<file path="src/rtl/fwvip_wb_txn_monitor.sv">
// Passive Wishbone monitor: turns each completed beat into a record and queues it in a FWFT FIFO.
// Optional timestamps are built only when FWVIP_WB_TXN_MON_TIMESTAMP_EN is defined.
module fwvip_wb_txn_monitor #(
    parameter int ADDR_WIDTH = 32,
    parameter int DATA_WIDTH = 32,
    parameter int FIFO_DEPTH = 4,
    parameter int LAT_WIDTH  = 16
) (
    input  logic                          clock,
    input  logic                          reset_n,
    input  logic [ADDR_WIDTH-1:0]         madr,
    input  logic [DATA_WIDTH-1:0]         mdat_w,
    input  logic [DATA_WIDTH-1:0]         mdat_r,
    input  logic [DATA_WIDTH/8-1:0]       msel,
    input  logic                          mwe,
    input  logic                          mcyc,
    input  logic                          mstb,
    input  logic                          mack,
    input  logic                          merr,
    output logic                          txn_valid,
    input  logic                          txn_ready,
    output logic [ADDR_WIDTH-1:0]         txn_adr,
    output logic [DATA_WIDTH-1:0]         txn_dat,
    output logic [DATA_WIDTH/8-1:0]       txn_sel,
    output logic                          txn_we,
    output logic                          txn_err,
    output logic [LAT_WIDTH-1:0]          txn_lat,
    output logic [31:0]                   txn_ts,
    output logic [15:0]                   drop_cnt,
    output logic [$clog2(FIFO_DEPTH):0]   fifo_level
);
    localparam int SW = DATA_WIDTH / 8;
    localparam int PW = $clog2(FIFO_DEPTH);
    localparam int LW = PW + 1;

    typedef enum logic {S_IDLE, S_WAIT} state_t;

    typedef struct packed {
        logic [ADDR_WIDTH-1:0] adr;
        logic [DATA_WIDTH-1:0] dat;
        logic [SW-1:0]         sel;
        logic                  we;
        logic                  err;
        logic [LAT_WIDTH-1:0]  lat;
    } rec_t;

    state_t               state, state_n;
    logic [LAT_WIDTH-1:0] lat, lat_n, rec_lat;
    logic                 active, term;
    rec_t                 new_rec;
    rec_t                 mem [FIFO_DEPTH];
    logic [PW-1:0]        wr_ptr, rd_ptr;
    logic                 pop, full, push_ok, drop;

    assign active = mcyc && mstb;
    assign term   = active && (mack || merr);

    always_ff @(posedge clock or negedge reset_n) begin
        if (!reset_n) begin
            state <= S_IDLE;
            lat   <= '0;
        end else begin
            state <= state_n;
            lat   <= lat_n;
        end
    end

    always_comb begin
        state_n = state;
        lat_n   = lat;
        rec_lat = '0;
        case (state)
            S_IDLE: begin
                if (active && !term) begin
                    state_n = S_WAIT;
                    lat_n   = LAT_WIDTH'(1);
                end
            end
            S_WAIT: begin
                if (term) begin
                    rec_lat = lat;
                    state_n = S_IDLE;
                    lat_n   = '0;
                end else if (active) begin
                    if (lat != '1) lat_n = lat + LAT_WIDTH'(1);
                end else begin
                    state_n = S_IDLE;
                    lat_n   = '0;
                end
            end
            default: begin
                state_n = S_IDLE;
                lat_n   = '0;
            end
        endcase
    end

    always_comb begin
        new_rec.adr = madr;
        new_rec.dat = mwe ? mdat_w : mdat_r;
        new_rec.sel = msel;
        new_rec.we  = mwe;
        new_rec.err = merr;
        new_rec.lat = rec_lat;
    end

    assign txn_valid = (fifo_level != '0);
    assign pop       = txn_valid && txn_ready;
    assign full      = (fifo_level == LW'(FIFO_DEPTH));
    // A full FIFO still accepts a push when the head leaves in the same cycle.
    assign push_ok   = term && (!full || pop);
    assign drop      = term && full && !pop;

    always_ff @(posedge clock or negedge reset_n) begin
        if (!reset_n) begin
            for (int unsigned i = 0; i < FIFO_DEPTH; i++) mem[i] <= '0;
            wr_ptr     <= '0;
            rd_ptr     <= '0;
            fifo_level <= '0;
            drop_cnt   <= '0;
        end else begin
            if (push_ok) begin
                mem[wr_ptr] <= new_rec;
                wr_ptr      <= wr_ptr + PW'(1);
            end
            if (pop) rd_ptr <= rd_ptr + PW'(1);
            case ({push_ok, pop})
                2'b10:   fifo_level <= fifo_level + LW'(1);
                2'b01:   fifo_level <= fifo_level - LW'(1);
                default: fifo_level <= fifo_level;
            endcase
            if (drop && drop_cnt != '1) drop_cnt <= drop_cnt + 16'd1;
        end
    end

    assign txn_adr = mem[rd_ptr].adr;
    assign txn_dat = mem[rd_ptr].dat;
    assign txn_sel = mem[rd_ptr].sel;
    assign txn_we  = mem[rd_ptr].we;
    assign txn_err = mem[rd_ptr].err;
    assign txn_lat = mem[rd_ptr].lat;

`ifdef FWVIP_WB_TXN_MON_TIMESTAMP_EN
    logic [31:0] ts_cnt;
    logic [31:0] ts_mem [FIFO_DEPTH];

    always_ff @(posedge clock or negedge reset_n) begin
        if (!reset_n) begin
            ts_cnt <= '0;
            for (int unsigned i = 0; i < FIFO_DEPTH; i++) ts_mem[i] <= '0;
        end else begin
            ts_cnt <= ts_cnt + 32'd1;
            if (push_ok) ts_mem[wr_ptr] <= ts_cnt;
        end
    end

    assign txn_ts = ts_mem[rd_ptr];
`else
    assign txn_ts = '0;
`endif

endmodule

</file>
<file path="config.mk">
export PLATFORM = sky130hd
export DESIGN_NAME = fwvip_wb_txn_monitor
export DESIGN_NICKNAME = d
export VERILOG_FILES = /design/src/rtl/fwvip_wb_txn_monitor.sv
export SDC_FILE = /design/constraint.sdc
export NUM_CORES = 1
export LEC_CHECK = 0
export CAP_MARGIN = 20
export CORE_ASPECT_RATIO = 0.8
export CORE_MARGIN = 2
export CORE_UTILIZATION = 50
export CTS_BUF_LIST = sky130_fd_sc_hd__clkbuf_4
export DETAILED_ROUTE_END_ITERATION = 10
export PLACE_DENSITY = 0.74
export SLEW_MARGIN = 20
export SYNTH_ARGS = -nofsm -noshare
export SYNTH_HDL_FRONTEND = slang
export SYNTH_SLANG_ARGS = --single-unit
</file>
<file path="constraint.sdc">
create_clock -name clock -period 4.18 [get_ports clock]
set_input_delay 1.045 -clock clock [delete_from_list [all_inputs] [get_ports clock]]
set_output_delay 1.045 -clock clock [all_outputs]
set_load 0.01 [all_outputs]
</file>
Yosys cells after proc, flatten, opt, wreduce, memory -nomap -nowiden
Cells that the tools add are included.
- register bits after elaboration: 384
- latch bits: 0
- RAM bits: 0
- bits in read-only memories: 0
- output and inout bits: 138
- logic and storage cells: 85
- memories: 0
- add/sub/neg operators: 6
- multiply operators: 0
- div/mod/pow operators: 0
- magnitude comparators: 3
- equal/unequal tests: 7
- shift operators: 0
- mux-type cells: 19
- bitwise gates (word level): 3
- reduce and logical (&&, ||, !) cells: 17
- operators by type and width (kind ; count):
    344-bit bitwise mux ; 1
    86-bit 2-to-1 mux ; 3
    86-bit binary-select mux with 2-bit select ; 1
    86-bit demux with 2-bit select ; 1
    16-bit 2-to-1 mux ; 6
    16-bit by 1-bit adder with 16-bit output (second input constant) ; 2
    32-bit 2-to-1 mux ; 1
    16-bit != test (second input constant) ; 2
    16-bit one-hot mux with 2 select lines ; 1
    1-bit logical AND ; 9
    3-bit >= comparator (second input constant) ; 2
    2-bit inverter with 3-bit output ; 2
    3-bit one-hot mux with 2 select lines ; 1
    2-bit by 1-bit adder with 2-bit output (second input constant) ; 2
    4-bit by 2-bit != test with 1-bit output (second input constant) ; 1
    3-bit by 1-bit adder with 3-bit output (second input constant) ; 1
    3-bit equality test (second input constant) ; 1
    1-bit logical NOT ; 3
    3-bit by 1-bit less-than comparator with 1-bit output (second input constant) ; 1
    1-bit 2-to-1 mux ; 3
    3-bit nonzero test ; 1
    3-bit by 1-bit subtractor with 3-bit output (second input constant) ; 1
    2-bit by 1-bit equality test with 1-bit output (second input constant) ; 1
    2-bit equality test (second input constant) ; 1
    other kinds (6) ; 7

Depth between registers and ports, before layout
- depth after elaboration: 6
- gate-level depth with buffers: 9

Worst setup path before layout
OpenSTA, ideal clock, no wires.
- kind: input to register
- start point: input port txn_ready
- end point: register fifo_level[2]
- library setup time: 0.079 ns
- data arrival time: 2.740 ns
- required time: 4.101 ns
- slack: 1.361 ns
- cell stages on the path: 9
- buffers on the path: 1
- cell sequence: or4b_4 buf_6 nand2_1 ha_1 inv_1 fa_1 xor2_1 nor2_1 xor2_1
- cells in the longest elaborated chain, start to end: 5
- ends and longest elaborated chain (what ; RTL line ; source):
    start, declared ; 21 ; input logic txn_ready,
    1-bit logical AND * ; 108 ; assign pop = txn_valid && txn_ready;
    1-bit logical OR ; 111 ; assign push_ok = term && (!full || pop);
    1-bit logical AND ; 111 ;
    2-bit by 1-bit equality test with 1-bit output or 2-bit equality test (tied branches) ; 127 ; case ({push_ok, pop})
    3-bit one-hot mux with 2 select lines or 2-bit nonzero test (tied branches) ; - ;
    end signal, assigned ; 128 ; 2'b10: fifo_level <= fifo_level + LW'(1);
    end signal, assigned ; 129 ; 2'b01: fifo_level <= fifo_level - LW'(1);
    end signal, assigned ; 130 ; default: fifo_level <= fifo_level;
    end, declared ; 30 ; output logic [$clog2(FIFO_DEPTH):0] fifo_level
Every way passes the cells marked *; elsewhere a longest branch is shown, timed or not.
A chain may end at the register's enable or synchronous reset.

Worst setup path after layout
- start point: register rd_ptr[0]
- end point: output port txn_dat[23]
- cells in the longest elaborated chain, start to end: 4
- ends and longest elaborated chain (what ; RTL line ; source):
    start, declared ; 52 ; logic [PW-1:0] wr_ptr, rd_ptr;
    start signal, assigned ; 126 ; if (pop) rd_ptr <= rd_ptr + PW'(1);
    2-bit inverter with 3-bit output (not written as such) ; 137 ; assign txn_dat = mem[rd_ptr].dat;
    86-bit binary-select mux with 2-bit select ; 137 ;
    86-bit 2-to-1 mux (2 in a row) ; - ;
    end, declared ; 23 ; output logic [DATA_WIDTH-1:0] txn_dat,
No other way between the ends. The select of a mux whose other input is x is not followed.

==> results.md <==
- TritonCTS built the clock tree.
- For this run, the post-layout net count is 1,724.
- The storage element area is 0.00962 mm^2.
- The number of rows created at floorplan is 60.
- The number of failing setup endpoints in the final timing report is 0.
- The remaining routing DRC violations is 0.
- The latest clock arrival within the worst-skew pair is 780 ps.
- In the final layout, the share of cells above drive strength 1 is 0.260.
- Along the worst path, the maximum fanout reaches 38.
- Including well taps, the total number of placed cells is 1,976.
- Post-CTS repair changed the size of 0 cells.
- The H-tree generated during clock tree synthesis spans 3 levels.
- Clock skew on the completed layout was measured at 57.7 ps.
- After detailed routing, the average wire length per cell comes to 18.0 um.
- For this design the static power due to leakage is 9.29 nW.
- The detail route stage leaves a number of antenna-violating nets equal to 0.
- The number of antenna violations at the first check in global routing is 1.
- The cell with the largest stage delay on the worst path is dfrtp_4.
- The cell taking the most area after synthesis is dfrtp_1.
- The remaining global-route overflow is 0.
- Among cell families on the critical path, the largest total delay comes from buffers and inverters.
- The number of standard cells in the final layout excluding fillers is 2,141.
- The max-slew violation count came to 0.
- The share of the yosys chip area belonging to registers is 0.556.
- The synthesized netlist contains 54 unique library cells.
- The critical path contains buffers and inverters numbering 2 combined.
- Sorting the synthesized cells by area gives the leading types as dfrtp_1, mux4_2, mux2_2.
- The worst path needs 3960 ps of the cycle, external delays included.
- Counting the buffers created by CTS gives 95.
- The worst hold-check slack is 287 ps.
- In this run the count of I/O pins placed on the die edge is 246.
- The post-CTS setup buffer count is 0.
- By startpoint and endpoint, the worst setup path is classified as flip-flop to primary output.
- The final total power is 14.6 mW.
- Detailed routing inserted a total of 11,600 vias.
- For this configuration, the core starts out at a cell density of 0.510.
- The number of synthesized register bits is 384.
- Of the available clock period, the critical path in the final layout requires 0.948.
- The clock-pin slew on the worst setup and hold paths is 60 ps.
- Detailed placement ended at an HPWL of 25,400 um.
- Data on the critical path is required at its endpoint by 3130 ps.
- The die covers 0.0360 mm^2.
- In the final timing run, aggregate negative setup slack is 0 ps.
- The capturing element type of the critical path is a primary output.
- In this run the worst hold path is classified as input pin to async pin.
- Headroom to the max-slew limit came out at 0.402.
- At the end of the flow the core is filled with cells to 0.624.
- No sink is reached through more buffers than the 3 on the longest clock path.
- The power per standard cell area is 689 mW/mm^2.
- Before CTS, the worst setup slack after placement is 696 ps.
- In the global route stage, overall resource usage came out at 0.224.
- The count of port buffers added during placement is 213.
- The area fraction of the dominant cell type after synthesis is 0.556.
- The average size of a mapped cell is 12.7 um^2.
- The cell area after layout is 0.0211 mm^2.
- The first routing iteration left 688 violations.
- The post-layout worst setup margin is 216 ps.
- The flow ran to the end, and the final reports show no timing, DRC or antenna violations.
- Yosys mapped a number of flops with a built-in enable equal to 0.
- The first detailed-routing pass ran for 4 iterations.
- The first-pass GRT wire length is 63,300 um.
- The via count of the first global-routing pass is 12,100.
- The maximum operating frequency is 252 MHz.
- After synthesis, the most frequently instantiated cells are dfrtp_1, nand2_1, o21ai_0.
- Once placement finished, the instance area stood at 0.0199 mm^2.
- After detailed routing, the total wire length is 38,500 um.
- During synthesis, Yosys emitted a total of 0 warnings.
- The placer's final routability congestion estimate is 0.808.
- For this design, the sink count on the clock tree is 384.
- The hold buffer count at CTS is 0.
- The layout has 2,663 filler cells.
- The root cell of the clock tree is clkbuf_4.
- The largest single stage delay on the critical path is 660 ps.
- Among all flip-flop cells after synthesis, the most frequent one is dfrtp_1.
- The most frequent cell after synthesis is dfrtp_1.
- The max-capacitance violation count is 0.
- The die outline height is 170 um.
- Setup repair after global routing left no endpoint under its margin.
- The netlist area before placement is 0.0173 mm^2.
- VDD sags by at most 0.501 mV.
- Traced cell by cell, the critical path runs through buf_12 -> mux4_2 -> clkdlybuf4s50_1.
- After floorplanning, the core was sized to cover 0.0339 mm^2.
- After technology mapping, the gate count stands at 1,365.
- In the final layout, the multi-input gates occupy 0.00714 mm^2.
- The largest net degree at the start of global routing is 84.
- The data arrival time of the critical path is 2920 ps.
- The routed via count divided by cell count is 5.41.
- The fraction of registers with async set/reset is 1.00.
- For the pin with the worst max-slew slack, the measured transition is 890 ps.
- The worst setup path is launched from a flip-flop.
- The number of hold-slack violations in the final timing report is 0.
- Relative to the synthesized area, the layout overhead comes to 22.3%.
- The die is 212 um wide.
-- per-layer routing --
metal  up-vias  track usage  share of wire
li1       5392            -              -
met1      5825        0.311           0.45
met2       308        0.346           0.47
met3        56       0.0626          0.066
met4         0       0.0674          0.015
met5         -            0              0
-- worst reg2reg max path, delay by kind of cell (launching register included) --
family,cells,cell delay [ps]
AND/OR/NAND/NOR,3,960
XOR/XNOR,2,300
flip-flops,1,430
adder cells (fa/ha/maj),2,570
buffers and inverters,1,60
-- cells by family (layout without fill, tap and decap cells) --
kind of cell,Yosys count,after routing,share of synthesized area
flip-flops,384,384,0.556
multiplexers,276,276,0.233
AO/OA/AOI/OAI,234,234,0.0733
buffers and inverters,134,413,0.0393
other,1,33,0.000217
XOR/XNOR,23,23,0.0117
AND/OR/NAND/NOR,305,305,0.0793
adder cells (fa/ha/maj),8,8,0.00623
-- path summary, 6_finish.rpt --
| check | slack, ps | cells after the start | to | from |
|---|---|---|---|---|
| max in group asynchronous | 3000 | 2 | mem[325] | reset_n |
| hold / removal | 290 | 1 | mem[285] | reset_n |
| setup reg to reg | 1800 | 8 | fifo_level[2] | fifo_level[1] |
| setup / recovery | 220 | 3 | txn_dat[23] | rd_ptr[0] |
| hold reg to reg | 480 | 2 | mem[3] | mem[3] |
| min in group clock | 480 | 2 | mem[3] | mem[3] |
-- cell type report --
cell class,instances,area share
sequential,384,0.455
antenna,1,0.000118
multi-input combinational,878,0.338
inverter,9,0.00160
clock buffer,144,0.0512
timing repair buffer,240,0.120
tap,465,0.0275
clock inverter,20,0.00646
-- where the power goes --
| part | leakage (nW) | switching [mW] | total, mW | internal, mW |
|---|---|---|---|---|
| combinational | 3.69 | 2.23 | 5.50 | 3.27 |
| sequential | 4.88 | 0.807 | 5.90 | 5.09 |
| clock | 0.723 | 1.47 | 3.15 | 1.68 |
-- cell usage in the layout (no fill, tap or decap), types with 4 or more instances in the layout --
cell,count
a21oi_1,5
a31oi_1,9
and2_1,4
and3_1,5
buf_12,16
buf_4,11
clkbuf_4,144
clkdlybuf4s50_1,211
clkinv_1,15
conb_1,32
dfrtp_1,382
ha_1,7
inv_1,9
mux2_2,154
mux2i_1,36
mux4_2,86
nand2_1,226
nand2b_1,4
nand3_1,9
nand3_4,4
nand4_1,12
nor2_1,10
nor3_1,7
nor4_1,5
o21ai_0,197
xnor2_1,7
xor2_1,16
-- flip-flops by register name, indices dropped and copies added, names as in the netlist --
name,flops
fifo_level,3
state,1
rd_ptr,2
wr_ptr,2
lat,16
drop_cnt,16
mem,344
Power figures use the tool's default switching activity.
